**src/rtl/wb_arb_pkg.sv**
```systemverilog
// Shared types and sizing helpers for the round-robin Wishbone arbiter.
package wb_arb_pkg;

    // Arbiter transaction phases.
    typedef enum logic [1:0] {
        IDLE = 2'd0,
        REQ  = 2'd1,
        WAIT = 2'd2
    } arb_state_e;

    // Slave response classes; the encoding grows with priority.
    typedef enum logic [1:0] {
        RESP_NONE = 2'd0,
        RESP_ACK  = 2'd1,
        RESP_RTY  = 2'd2,
        RESP_ERR  = 2'd3
    } resp_e;

    // Collapse simultaneous slave responses: err beats rty beats ack.
    function automatic resp_e resp_decode(input logic ack, input logic err, input logic rty);
        if (err)      return RESP_ERR;
        else if (rty) return RESP_RTY;
        else if (ack) return RESP_ACK;
        else          return RESP_NONE;
    endfunction

    // Timeout counter width; keeps one bit when the timeout is disabled.
    function automatic int cnt_width(input int timeout);
        return (timeout <= 0) ? 1 : $clog2(timeout + 1);
    endfunction

    // Width of a master index.
    function automatic int idx_width(input int n);
        return (n <= 1) ? 1 : $clog2(n);
    endfunction

endpackage

```
**src/rtl/wb_rr_arbiter_rr_picker.sv**
```systemverilog
// Combinational round-robin pick: first requester strictly after last_i.
module rr_picker
    import wb_arb_pkg::*;
#(
    parameter int N  = 2,
    parameter int IW = idx_width(N)
) (
    input  logic [N-1:0]  req_i,
    input  logic [IW-1:0] last_i,
    output logic          valid_o,
    output logic [IW-1:0] index_o
);

    logic [2*N-1:0] dbl;
    logic [N-1:0]   rot;
    int             pos;
    int             sum;

    // Rotate the request vector so bit 0 is the master right after last_i,
    // then take the lowest set bit and map it back to a master number.
    always_comb begin
        dbl     = {req_i, req_i};
        rot     = N'(dbl >> (int'(last_i) + 1));
        pos     = 0;
        for (int i = N - 1; i >= 0; i--) begin
            if (rot[i]) pos = i;
        end
        sum     = int'(last_i) + 1 + pos;
        if (sum >= N) sum = sum - N;
        valid_o = |req_i;
        index_o = IW'(sum);
    end

endmodule

```
**src/rtl/wb_rr_arbiter.sv**
```systemverilog
// Round-robin Wishbone B4 pipelined arbiter: N masters share one slave,
// one transaction outstanding, responses routed to the granted master only,
// with a bus-error timeout so a dead slave cannot lock the bus.
module wb_rr_arbiter
    import wb_arb_pkg::*;
#(
    parameter int N_MASTERS  = 2,
    parameter int ADDR_WIDTH = 8,
    parameter int TIMEOUT    = 255
) (
    input  logic                            clk_i,
    input  logic                            rst_n_i,
    input  logic [N_MASTERS-1:0]            m_cyc_i,
    input  logic [N_MASTERS-1:0]            m_stb_i,
    input  logic [N_MASTERS-1:0]            m_we_i,
    input  logic [N_MASTERS*ADDR_WIDTH-1:0] m_adr_i,
    input  logic [N_MASTERS*4-1:0]          m_sel_i,
    input  logic [N_MASTERS*32-1:0]         m_dat_i,
    output logic [N_MASTERS-1:0]            m_ack_o,
    output logic [N_MASTERS-1:0]            m_err_o,
    output logic [N_MASTERS-1:0]            m_rty_o,
    output logic [N_MASTERS-1:0]            m_stall_o,
    output logic [31:0]                     m_dat_o,
    output logic                            s_cyc_o,
    output logic                            s_stb_o,
    output logic                            s_we_o,
    output logic [ADDR_WIDTH-1:0]           s_adr_o,
    output logic [3:0]                      s_sel_o,
    output logic [31:0]                     s_dat_o,
    input  logic                            s_ack_i,
    input  logic                            s_err_i,
    input  logic                            s_rty_i,
    input  logic                            s_stall_i,
    input  logic [31:0]                     s_dat_i
);

    localparam int            IW     = idx_width(N_MASTERS);
    localparam int            CW     = cnt_width(TIMEOUT);
    localparam logic [CW-1:0] TO_VAL = CW'(TIMEOUT);
    localparam bit            TO_EN  = (TIMEOUT != 0);

    arb_state_e            state_q, state_d;
    // The grant register doubles as last_grant for the rotation.
    logic [IW-1:0]         gnt_q, gnt_d;
    logic [ADDR_WIDTH-1:0] adr_q, adr_d;
    logic [3:0]            sel_q, sel_d;
    logic                  we_q, we_d;
    logic [31:0]           dat_q, dat_d;
    logic [CW-1:0]         cnt_q, cnt_d;
    logic                  abort_q, abort_d;
    logic [N_MASTERS-1:0]  m_ack_q, m_ack_d;
    logic [N_MASTERS-1:0]  m_err_q, m_err_d;
    logic [N_MASTERS-1:0]  m_rty_q, m_rty_d;
    logic [31:0]           m_dat_q, m_dat_d;

    logic [N_MASTERS-1:0]  req;
    logic                  pick_valid;
    logic [IW-1:0]         pick_idx;
    resp_e                 resp;
    logic                  resp_taken;
    logic                  live;

    assign req = m_cyc_i & m_stb_i;

    rr_picker #(
        .N  (N_MASTERS),
        .IW (IW)
    ) u_picker (
        .req_i   (req),
        .last_i  (gnt_q),
        .valid_o (pick_valid),
        .index_o (pick_idx)
    );

    // Next-state, capture, timeout and response routing.
    always_comb begin
        state_d    = state_q;
        gnt_d      = gnt_q;
        adr_d      = adr_q;
        sel_d      = sel_q;
        we_d       = we_q;
        dat_d      = dat_q;
        cnt_d      = cnt_q;
        abort_d    = abort_q;
        m_ack_d    = '0;
        m_err_d    = '0;
        m_rty_d    = '0;
        m_dat_d    = m_dat_q;
        resp       = resp_decode(s_ack_i, s_err_i, s_rty_i);
        // A response counts in REQ only on the cycle the slave accepts.
        resp_taken = (resp != RESP_NONE) && ((state_q == WAIT) || !s_stall_i);
        // Deliver nothing once the granted master has dropped its cycle.
        live       = !abort_q && m_cyc_i[gnt_q];

        case (state_q)
            IDLE: begin
                if (pick_valid) begin
                    gnt_d   = pick_idx;
                    adr_d   = m_adr_i[pick_idx*ADDR_WIDTH +: ADDR_WIDTH];
                    sel_d   = m_sel_i[pick_idx*4 +: 4];
                    we_d    = m_we_i[pick_idx];
                    dat_d   = m_dat_i[pick_idx*32 +: 32];
                    cnt_d   = '0;
                    abort_d = 1'b0;
                    state_d = REQ;
                end
            end
            REQ, WAIT: begin
                cnt_d = cnt_q + 1'b1;
                if (!m_cyc_i[gnt_q]) abort_d = 1'b1;
                if (resp_taken) begin
                    if (live) begin
                        case (resp)
                            RESP_ERR: m_err_d[gnt_q] = 1'b1;
                            RESP_RTY: m_rty_d[gnt_q] = 1'b1;
                            RESP_ACK: begin
                                m_ack_d[gnt_q] = 1'b1;
                                m_dat_d        = s_dat_i;
                            end
                            default: ;
                        endcase
                    end
                    state_d = IDLE;
                end else if (TO_EN && (cnt_q == TO_VAL)) begin
                    if (live) m_err_d[gnt_q] = 1'b1;
                    state_d = IDLE;
                end else if ((state_q == REQ) && !s_stall_i) begin
                    state_d = WAIT;
                end
            end
            default: state_d = IDLE;
        endcase
    end

    // State and capture registers; reset drops the slave cycle immediately.
    always_ff @(posedge clk_i or negedge rst_n_i) begin
        if (!rst_n_i) begin
            state_q <= IDLE;
            gnt_q   <= IW'(N_MASTERS - 1);
            adr_q   <= '0;
            sel_q   <= '0;
            we_q    <= 1'b0;
            dat_q   <= '0;
            cnt_q   <= '0;
            abort_q <= 1'b0;
            m_ack_q <= '0;
            m_err_q <= '0;
            m_rty_q <= '0;
            m_dat_q <= '0;
        end else begin
            state_q <= state_d;
            gnt_q   <= gnt_d;
            adr_q   <= adr_d;
            sel_q   <= sel_d;
            we_q    <= we_d;
            dat_q   <= dat_d;
            cnt_q   <= cnt_d;
            abort_q <= abort_d;
            m_ack_q <= m_ack_d;
            m_err_q <= m_err_d;
            m_rty_q <= m_rty_d;
            m_dat_q <= m_dat_d;
        end
    end

    // Only the IDLE-cycle winner sees stall low; everyone stalls otherwise.
    always_comb begin
        m_stall_o = '1;
        if (rst_n_i && (state_q == IDLE) && pick_valid) m_stall_o[pick_idx] = 1'b0;
    end

    assign s_cyc_o = (state_q != IDLE);
    assign s_stb_o = (state_q == REQ);
    assign s_we_o  = we_q;
    assign s_adr_o = adr_q;
    assign s_sel_o = sel_q;
    assign s_dat_o = dat_q;
    assign m_ack_o = m_ack_q;
    assign m_err_o = m_err_q;
    assign m_rty_o = m_rty_q;
    assign m_dat_o = m_dat_q;

endmodule

```
**config.mk**
```make
export PLATFORM = sky130hd
export DESIGN_NAME = wb_rr_arbiter
export DESIGN_NICKNAME = d
export VERILOG_FILES = /design/src/rtl/wb_arb_pkg.sv /design/src/rtl/wb_rr_arbiter_rr_picker.sv /design/src/rtl/wb_rr_arbiter.sv
export SDC_FILE = /design/constraint.sdc
export NUM_CORES = 1
export LEC_CHECK = 0
export ABC_AREA = 1
export CAP_MARGIN = 40
export CORE_UTILIZATION = 37
export CTS_CLUSTER_DIAMETER = 60
export CTS_CLUSTER_SIZE = 24
export DETAILED_ROUTE_END_ITERATION = 10
export GPL_ROUTABILITY_DRIVEN = 0
export PLACE_DENSITY = 0.77
export SETUP_SLACK_MARGIN = 0.5
export SLEW_MARGIN = 30
export SYNTH_ARGS = -nofsm -noshare
export SYNTH_HDL_FRONTEND = slang
export SYNTH_SLANG_ARGS = --single-unit
```
**constraint.sdc**
```tcl
create_clock -name clk_i -period 1.65 [get_ports clk_i]
set_input_delay 0.2475 -clock clk_i [delete_from_list [all_inputs] [get_ports clk_i]]
set_output_delay 0.2475 -clock clk_i [all_outputs]
set_load 0.005 [all_outputs]
```
* Yosys cells after proc, flatten, opt, wreduce, memory -nomap -nowiden
Cells that the tools add are included. W data, S select, Z words.
Word-level totals: flip-flop bits (word level) 95, latch bits 0, memory bits (writable) 0, memory bits (read-only) 0, input port bits 132, output and inout bits 87, logic and storage cells 96, memories 0
Cells by class: add/sub/neg operators 4, multipliers 0, div/mod/pow operators 0, order comparisons 5, equality and inequality tests 9, shift-type cells 4, muxes and demuxes 39, bitwise gates (word level) 2, reduce and logical (&&, ||, !) cells 21
Operators by type and width (number):
- $shiftx A64 B7 Y32 | 1
- $mux W2 | 21
- $ge A32 B3 Y1 const B | 1
- $pmux W8 S2 | 1
- $shiftx A16 B5 Y8 | 1
- $mux W1 | 12
- $add A8 B1 Y8 const B | 1
- $eq A8 B8 Y1 const B | 1
- $mux W8 | 1
- $shiftx A8 B4 Y4 | 1
- $logic_and A1 B1 Y1 | 7
- $eq A2 B2 Y1 const B | 3
- $reduce_and A2 Y1 | 3
- $reduce_bool A2 Y1 | 3
- $eq A2 B1 Y1 const B | 2
- $lt A1 B2 Y1 const B | 2
- $ne A2 B2 Y1 const B | 2
- $ne A4 B4 Y1 const B | 1
- $pmux W2 S2 | 1
- $reduce_and A4 Y1 | 1
- $reduce_or A2 Y1 | 2
- $shr A4 B2 Y2 | 1
- $add A2 B1 Y3 | 1
- $reduce_and A3 Y1 | 1
- other kinds (10) | 13

* Logic depth before layout (Yosys ltp)
Gate-level depths: netlist of run 1.
word-level depth 13, depth in mapped cells 10, depth with buffers taken out 9

* Hierarchy
Synthesis of run 1 repeated with hierarchy kept, for this count alone.
Second synthesis, totals: cells, all modules 523, area total of the unflattened synthesis 4388.0 um^2
Modules (own cells, without submodules):
- wb_rr_arbiter | times used 1, cells each 516, area each 4359.2 um^2, seq. area each 2378.5 um^2
- rr_picker | times used 1, cells each 7, area each 28.8 um^2, seq. area each 0.0 um^2

* Worst setup path after synthesis of run 1
No wires, ideal clock.
kind reg-to-reg, start point register state_q[0], end point register m_dat_q[10] (netlist: m_dat_o[10]), library setup time 121 ps, arrival time 1441 ps, setup slack 89 ps, cell stages (with the launch flop) 9, buffers on the path 3, cell sequence dfrtp_1 inv_1 ha_1 buf_2 nand4_1 nor2_2 buf_6 buf_4 o21ai_1
On the way: word-level cells in the longest chain between the ends 4, elaborated cells on any way between the ends 6, classes of those cells eq/ne (2); reduce/logical (4)
Ends and longest elaborated chain:
- from (decl) | line wb_rr_arbiter.sv:42 | arb_state_e state_q, state_d;
- from (signal assigned) | line wb_rr_arbiter.sv:151 | state_q <= state_d;
- $eq A2 B2 Y1 | line wb_rr_arbiter.sv:91, wb_rr_arbiter.sv:95
- $logic_or A1 B1 Y1 | line wb_rr_arbiter.sv:91 | resp_taken = (resp != RESP_NONE) && ((state_q == WAIT) || !s_stall_i);
- $logic_and A1 B1 Y1 | line wb_rr_arbiter.sv:91
- $reduce_and A4 Y1 (no line) (*)
- to (signal assigned) | line wb_rr_arbiter.sv:162 | m_dat_q <= m_dat_d;
- to (decl) | line wb_rr_arbiter.sv:54 | logic [31:0] m_dat_q, m_dat_d;
Mark *: on every way between the ends. The rest lies on a longest branch, timed or not. A chain may end at the register's enable or synchronous reset.

* Worst setup path in the final report of run 1
start point register state_q[0], end point register m_dat_q[26] (netlist: m_dat_o[26])
Same word-level chain as after synthesis.

==> results of run 1 <==
-- synthesized netlist by cell type (all sizes together) --
master,number,area share [%]
clkbuf,6,0.52
nand4,7,0.96
nand3b,1,0.16
nor2,63,5.2
dfstp,1,0.57
nor3,1,0.11
dfrtp,94,51
a21oi,4,0.44
o21ai,82,9.0
buf,22,3.6
nand3,13,1.4
inv,94,7.7
nand2,214,18
ha,5,1.4
-- routing by layer --
| metal | global-route usage [%] | share of wire [%] | vias up |
|---|---|---|---|
| li1 | - | - | 2432 |
| met1 | 27.2 | 39 | 2398 |
| met2 | 41.0 | 51 | 192 |
| met3 | 6.53 | 7.0 | 38 |
| met4 | 10.4 | 2.9 | 0 |
| met5 | 0 | 0 | - |
-- stage by stage --
stage	setup TNS, ps	power (mW)	instances	cell area (um^2)
final	-460	14.2	1072	8950
after global routing	-3530	15.1	1072	8950
after CTS	0	12.7	1048	7980
after detailed placement	-14760	9.39	987	7070
after global placement	-13530	9.27	987	7070
after floorplan	0	6.40	607	4690
-- worst min path at each step --
stage | startpoint | end | cells past startpoint
final | rst_n_i | m_ack_o[0] | 2
after global routing | rst_n_i | m_ack_o[0] | 2
after CTS | rst_n_i | cnt_q[3] | 2
after detailed placement | rst_n_i | m_ack_o[0] | 2
after global placement | rst_n_i | m_ack_o[0] | 2
after floorplan | rst_n_i | abort_q | 0
-- cell usage in the layout (no fill, tap or decap), drive strengths merged --
master	netlist	layout
nand2	214	215
buf	22	138
clkdlybuf4s50	0	128
inv	94	95
dfrtp	94	94
o21ai	82	82
nor2	63	63
dlymetal6s2s	0	28
clkbuf	6	22
nand3	13	13
nand4	7	7
ha	5	5
a21oi	4	4
clkinvlp	0	2
bufinv	0	2
nand3b	1	1
nor3	1	1
clkinv	0	1
bufbuf	0	1
dfstp	1	1
dlygate4sd2	0	1
-- where the power goes --
| part | switching, mW | leakage, nW | internal [mW] |
|---|---|---|---|
| sequential | 0.628 | 1.15 | 3.37 |
| clock | 0.931 | 0.155 | 1.38 |
| combinational | 3.67 | 3.28 | 4.27 |
-- what timing repair did --
action                                  4_1_cts  5_1_grt
setup buffers                                33       16
pin swaps                                    10       47
gates resized for setup                     286      220
endpoints found under the setup margin      182      140
cloned                                       12        8
-- flip-flops by register name (all words and copies together), names as in the netlist --
| register | flops |
|---|---|
| m_dat_o | 32 |
| s_dat_o | 32 |
| s_sel_o | 4 |
| cnt_q | 8 |
| s_adr_o | 8 |
| s_we_o | 1 |
| m_err_o | 2 |
| abort_q | 1 |
| gnt_q | 1 |
| m_rty_o | 2 |
| state_q | 2 |
| m_ack_o | 2 |
-- cell type report --
class                           count  area (um^2)  share of cell area [%]
Timing Repair Buffer              308         3290                    36.8
Multi-Input combinational cell    391         2360                    26.4
Tap cell                          168          210                    2.35
Clock inverter                      6         92.6                    1.03
Clock buffer                       10          239                    2.67
Inverter                           94          370                    4.14
Sequential cell                    95         2380                    26.6
-- cell families (layout without fill, tap and decap cells) --
group,Yosys count,in the layout,synth area share [%]
buffers and inverters,122,418,11.9
AO/OA/AOI/OAI,86,86,9.40
flip-flops,95,95,51.9
adder cells (fa/ha/maj),5,5,1.37
AND/OR/NAND/NOR,299,300,25.5
-- critical path, stage by stage, from the launching register on --
cell,delay [ps]
dfrtp_1,410
inv_2,100
buf_6,100
ha_4,130
inv_4,40
nand2_4,50
nand4_1,120
nor2_4,180
buf_6,170
buf_12,150
nand2_1,60
o21ai_1,120
==> flow_metrics.tcl, run 1 <==
set metrics [dict create \
    crit_start "state_q[0]" \
    rr_endpoint "m_dat_o[26]" \
    antenna_found_initial 0 \
    hold_path.class "input pin to asynchronous set/reset pin" \
    postSynthCellCount 607 \
    grt_pass1_vias 4664 \
    cts_tree "built" \
    critical_path_required_ps 1900 \
    row_count 40 \
    slew-limit-headroom_pct 56.5 \
    hold_viol_final 0 \
    final_core_util_pct 74.2 \
    path_class "register to register" \
    setup_ws_ps -74.6 \
    worst_pin_slew_ps 652 \
    slew_viol_final 0 \
    dpl_worst_slack_ps -305 \
    avgViaCountPerCell 4.72 \
    ios 219 \
    ys_seq_elements 95 \
    violations "setup timing" \
    drtPass1Iterations 5 \
    crit_end "m_dat_o[26]" \
    yosysSeqAreaShare_pct 51.9 \
    crit_path_start_kind "register" \
    period_needed_ps 1720 \
    drcViolationCount 0 \
    grt_remaining_overflow 0 \
    clk_latency_ps 350 \
    status "complete, but fails checks" \
    core_region_area_um2 12100 \
    die-width_um 113 \
    drive_above_1_share_pct 36.5 \
    synth_cell_types 22 \
    grt_pass1_wl_um 23200 \
    setup_viol 19 \
    cellPowerDensity_nw_per_um2 1590 \
    grt_setup_unrepaired "yes" \
    hpwl_um 9220 \
    grt_start_max_net_pins 50 \
    cts-root-buf "clkbuf_16" \
    fmax_mhz 580 \
    cts.sinks 95 \
    ant_nets 0 \
    whs_ps 53.7 \
    cp_max_fo 8 \
    n_antenna_cell 0 \
    clk_pin_slew_ps 70 \
    maxCapViolations 0 \
    drt-total-wl_um 17100 \
    r2r_start "state_q[0]" \
    ys_warn_count 0 \
    die_y_um 113 \
    peakVddDrop_uv 710 \
    end_kind "register" \
    drt-initial-drc-count 248 \
    clockBufferDepth 2 \
    finalCritPeriodShare_pct 105 \
    grtUsageTotal_pct 23.6 \
    num-fill-cells 832 \
    synthToLayoutAreaGrowth_pct 95.3 \
    synth_area_per_cell_um2 7.55 \
    post_drt_wl_per_cell_um 16.0 \
    syn_area_um2 4580 \
    crit_arrival_ps 1970 \
    synth_nets 744 \
    vias 5060 \
    dieArea_um2 12800 \
    start_util_pct 38.0 \
    reg2reg_setup_slack_ps -70 \
    ff2ff_path_depth 11 \
    nets 1036 \
    h-tree-depth 3 \
    io_buffers 218 \
    ctsHoldBuffers 0 \
    p_leak_nw 4.58 \
    cts_buffers 9 \
    fin_worst_skew_ps 8.44 \
]
Note: power is estimated with default switching activity, not from simulation.
==> inputs of run 2 (changes only) <==
--- a/config.mk
+++ b/config.mk
@@ -8,11 +8,12 @@
 export ABC_AREA = 1
 export CAP_MARGIN = 40
 export CORE_UTILIZATION = 37
-export CTS_CLUSTER_DIAMETER = 60
+export CTS_CLUSTER_DIAMETER = 80
 export CTS_CLUSTER_SIZE = 24
 export DETAILED_ROUTE_END_ITERATION = 10
 export GPL_ROUTABILITY_DRIVEN = 0
 export PLACE_DENSITY = 0.77
+export RECOVER_POWER = 50
 export SETUP_SLACK_MARGIN = 0.5
 export SLEW_MARGIN = 30
 export SYNTH_ARGS = -nofsm -noshare
==> run 2 against run 1 <==
Effect of this change:
- the flow still finishes with violations (setup timing)
- combinational power is essentially flat
- die area is the same
- routed wire length shrank 0.13%
- clock skew is essentially flat
- critical path depth is the same
- highest routed layer unchanged
==> flow_metrics.tcl, run 2 (synthesis gave the netlist of run 1 again) <==
set metrics [dict create \
    status "complete, but fails checks" \
    violations "setup timing" \
    drtPass1Iterations 4 \
    cts.sinks 95 \
    end_kind "register" \
    clk_pin_slew_ps 70 \
    setup_ws_ps -67.3 \
    fmax_mhz 582 \
    grt_pass1_vias 4664 \
    slowest_stage "dfrtp_1" \
    synthToLayoutAreaGrowth_pct 95.0 \
    drcViolationCount 0 \
    drt-total-wl_um 17100 \
    setup_viol 20 \
    nets 1036 \
    antenna_found_initial 0 \
    grt_pass1_wl_um 23200 \
    cts_tree "built" \
    hold_path.class "input pin to asynchronous set/reset pin" \
    drt-initial-drc-count 219 \
    peakVddDrop_uv 709 \
    crit_buf_inv 5 \
    post_drt_wl_per_cell_um 16.0 \
    slew-limit-headroom_pct 16.3 \
    maxCapViolations 0 \
    grt_remaining_overflow 0 \
    p_total_mw 14.2 \
    core_region_area_um2 12100 \
    grt_start_max_net_pins 50 \
    h-tree-depth 3 \
    avgViaCountPerCell 4.72 \
    num-fill-cells 839 \
    cellPowerDensity_nw_per_um2 1590 \
    cts-root-buf "clkbuf_16" \
    hold_viol_final 0 \
    finalCritPeriodShare_pct 104 \
    dieArea_um2 12800 \
    start_util_pct 38.0 \
    final_common_cell "clkdlybuf4s50_1" \
    worst_pin_slew_ps 1260 \
    fin_worst_skew_ps 8.51 \
    die_y_um 113 \
    cp_max_fo 8 \
    crit_path_start_kind "register" \
    slew_viol_final 0 \
    routed-wl-met2_um 8710 \
    critPathMostFrequentCell "buf_6" \
    ios 219 \
    grtUsageTotal_pct 23.6 \
    whs_ps 442 \
    n_antenna_cell 0 \
    drive_above_1_share_pct 36.1 \
    final_cell_mix "128 x clkdlybuf4s50_1, 120 x nand2_1, 94 x dfrtp_1, 86 x inv_1, 68 x nand2_2" \
    row_count 40 \
    io_buffers 218 \
    ant_nets 0 \
    wl_met1_um 6710 \
    cp_slowest_stage_delay_ps 410 \
    crit_arrival_ps 1970 \
    p_leak_nw 4.54 \
    die-width_um 113 \
    wl_met3_um 1190 \
    path_cells "inv_2 > buf_6 > ha_4 > inv_4 > nand2_4 > nand4_1 > nor2_4 > buf_6 > buf_12 > nand2_1 > o21ai_1" \
    ctsHoldBuffers 0 \
    rr_endpoint "m_dat_o[26]" \
    routed.top_layer "met4" \
    path_class "register to register" \
    clk_latency_ps 350 \
    vias 5063 \
    cts_buffers 9 \
    hpwl_um 9220 \
    ff2ff_path_depth 11 \
    grt_setup_unrepaired "yes" \
    critical_path_required_ps 1900 \
    clockBufferDepth 2 \
    period_needed_ps 1720 \
    critPathTopFamily "buffers and inverters" \
    reg2reg_setup_slack_ps -70 \
    r2r_start "state_q[0]" \
]
[run 2: timing repair]
item,in CTS,in global routing
gates cloned,12,8
endpoints found under the setup margin,182,140
setup buffers,33,16
resized for setup,286,220
pin swaps,10,47
[run 2: area by class of cell]
| cell class | instances | area [um^2] | area share, % |
|---|---|---|---|
| well taps | 168 | 210 | 2.35 |
| repair buffers | 308 | 3280 | 36.7 |
| multi-input cells | 391 | 2360 | 26.4 |
| clock buffers | 10 | 239 | 2.68 |
| clock inverters | 6 | 92.6 | 1.04 |
| flip-flops and latches | 95 | 2380 | 26.6 |
| inverters | 94 | 370 | 4.15 |
[run 2: how the worst max path moves through the flow]
| stage | slack, ps | depth (start not counted) | from | end |
|---|---|---|---|---|
| finish | -70 | 11 | state_q[0] | m_dat_o[26] |
| global route | -140 | 11 | state_q[0] | m_dat_o[4] |
| CTS | 40 | 12 | gnt_q | s_dat_o[8] |
| detailed placement | -300 | 10 | m_cyc_i[0] | s_dat_o[22] |
| global placement | -290 | 6 | m_cyc_i[1] | m_stall_o[0] |
| floorplan | 200 | 8 | state_q[0] | m_dat_o[10] |
[run 2: stage by stage]
stage | utilization, % | instance area (um^2) | worst slack [ps] | cells | setup TNS (ps)
5_1_grt | 74.0 | 8930 | -138 | 1072 | -3550
3_5_place_dp | 58.6 | 7070 | -305 | 987 | -14760
6_report | 74.0 | 8930 | -67.3 | 1072 | -475
3_3_place_gp | 58.6 | 7070 | -294 | 987 | -13530
2_1_floorplan | - | 4690 | 201 | 607 | 0
4_1_cts | 66.1 | 7980 | 42.5 | 1048 | 0
[run 2: power by group]
| part | switching (mW) | internal [mW] | leakage [nW] |
|---|---|---|---|
| clock | 0.930 | 1.38 | 0.155 |
| sequential | 0.629 | 3.37 | 1.15 |
| combinational | 3.67 | 4.26 | 3.24 |
[run 2: routing by layer]
metal / vias to the layer above / track usage (%)
met5: - / 0
met4: 0 / 10.4
met3: 40 / 6.53
met2: 192 / 41.0
met1: 2399 / 27.2
li1: 2432 / -
[run 2: worst reg2reg max path, cell delays in order, from the launching register on]
cell and delay (ps):
dfrtp_1 410, inv_2 100, buf_6 110, ha_4 130
inv_4 40, nand2_4 50, nand4_1 120, nor2_4 180
buf_6 180, buf_12 150, nand2_1 60, o21ai_1 120
==> variant (config.mk and constraints of run 2) <==
`m_dat_q` no longer has a reset.
--- a/src/rtl/wb_rr_arbiter.sv
+++ b/src/rtl/wb_rr_arbiter.sv
@@ -148,3 +148,2 @@
             m_rty_q <= '0;
-            m_dat_q <= '0;
         end else begin
@@ -161,4 +160,7 @@
             m_rty_q <= m_rty_d;
-            m_dat_q <= m_dat_d;
         end
+    end
+
+    always_ff @(posedge clk_i) begin
+        m_dat_q <= m_dat_d;
     end
Behaviour: differs if rst_n_i is asserted again (counterexample within 4 cycles, from zero or initial values and one cycle with rst_n_i low); with rst_n_i held inactive, the same outputs for 4 cycles.
==> variant against run 2 <==
  * The run still ends with setup timing left
  * Synthesized cell count is 17% lower
  * Sequential cell count unchanged
  * Routed wire length is 3.2% higher
  * Non-clock buffer count grew 7
  * Critical path type unchanged
  * Design area decreased by 4.6%
  * Synthesized area decreased by 5.4%
  * Power is 6.0% lower
  * Largest cell class unchanged
  * Setup slack got worse by 0.079 ns
==> variant: results <==
set metrics [dict create \
    nets 947 \
    routed_via_density 5.04 \
    setup.worst_path.end "m_dat_o[16]$_DFFE_PP_" \
    reg2reg_depth 6 \
    dp_hpwl_um 9450 \
    drt_iter0_markers 240 \
    drt-wirelength-per-cell_um 18.4 \
    synth_fa_ha_area_frac 0.0144 \
    clock_skew_ns 0.00565 \
    cp.arrival_ns 1.85 \
    p_sw_frac 0.371 \
    synthesis.nets 641 \
    p_seq_mw 3.58 \
    holdWs_ns 0.282 \
    setup_tns_ns -7.42 \
    placed_cell_area_um2 6760 \
    status "finished with violations" \
    post_cts_buffers 50 \
    setup_viol 82 \
    synth_cell_type_count 21 \
    synth-compound-area-share 0.0601 \
    setup_ws_ns -0.146 \
    synth_edf_count 32 \
    combPwrFrac 0.568 \
    total_power_mw 13.4 \
    yosys-top-cells-area "dfrtp_1 36%, edfxtp_1 22%, nand2_1 16%" \
    grt_pass1_vias 4831 \
    grt_pass1_wl_um 23700 \
    slew_headroom 0.520 \
    violations "setup timing" \
    irDropWorstVdd_v 0.000759 \
    r2r_slack_ns -0.15 \
    worst_path_dominant_cell_family "flip-flops" \
    dp.cells 863 \
    critPathLaunch "state_q[1]$_DFFE_PN0P_" \
]
## variant: cell count changes after synthesis, moves of 2 or more
cell | run 2 | this run
nor2_1 | 62 | 64
buf_4 | 13 | 3
dfrtp_1 | 94 | 62
clkbuf_1 | 5 | 2
buf_6 | 4 | 10
inv_1 | 92 | 58
o21ai_0 | 16 | 6
edfxtp_1 | 0 | 32
nand2_2 | 1 | 4
buf_2 | 4 | 6
o21ai_1 | 66 | 43
nand2_1 | 213 | 181
## variant: area by class of cell
type / instances / area, um2
clock buffer: 10 / 229
clock inverter: 6 / 85.1
fill: 787 / 2900
inverter: 60 / 238
multi-input combinational: 329 / 2120
sequential: 95 / 2540
tap: 143 / 179
timing repair buffer: 315 / 3130
## variant: per-layer routing
layer | part of all wire | global-route usage
met3 | 0.086 | 0.0506
met5 | 0 | 0
met1 | 0.34 | 0.291
met4 | 0.052 | 0.142
met2 | 0.52 | 0.477
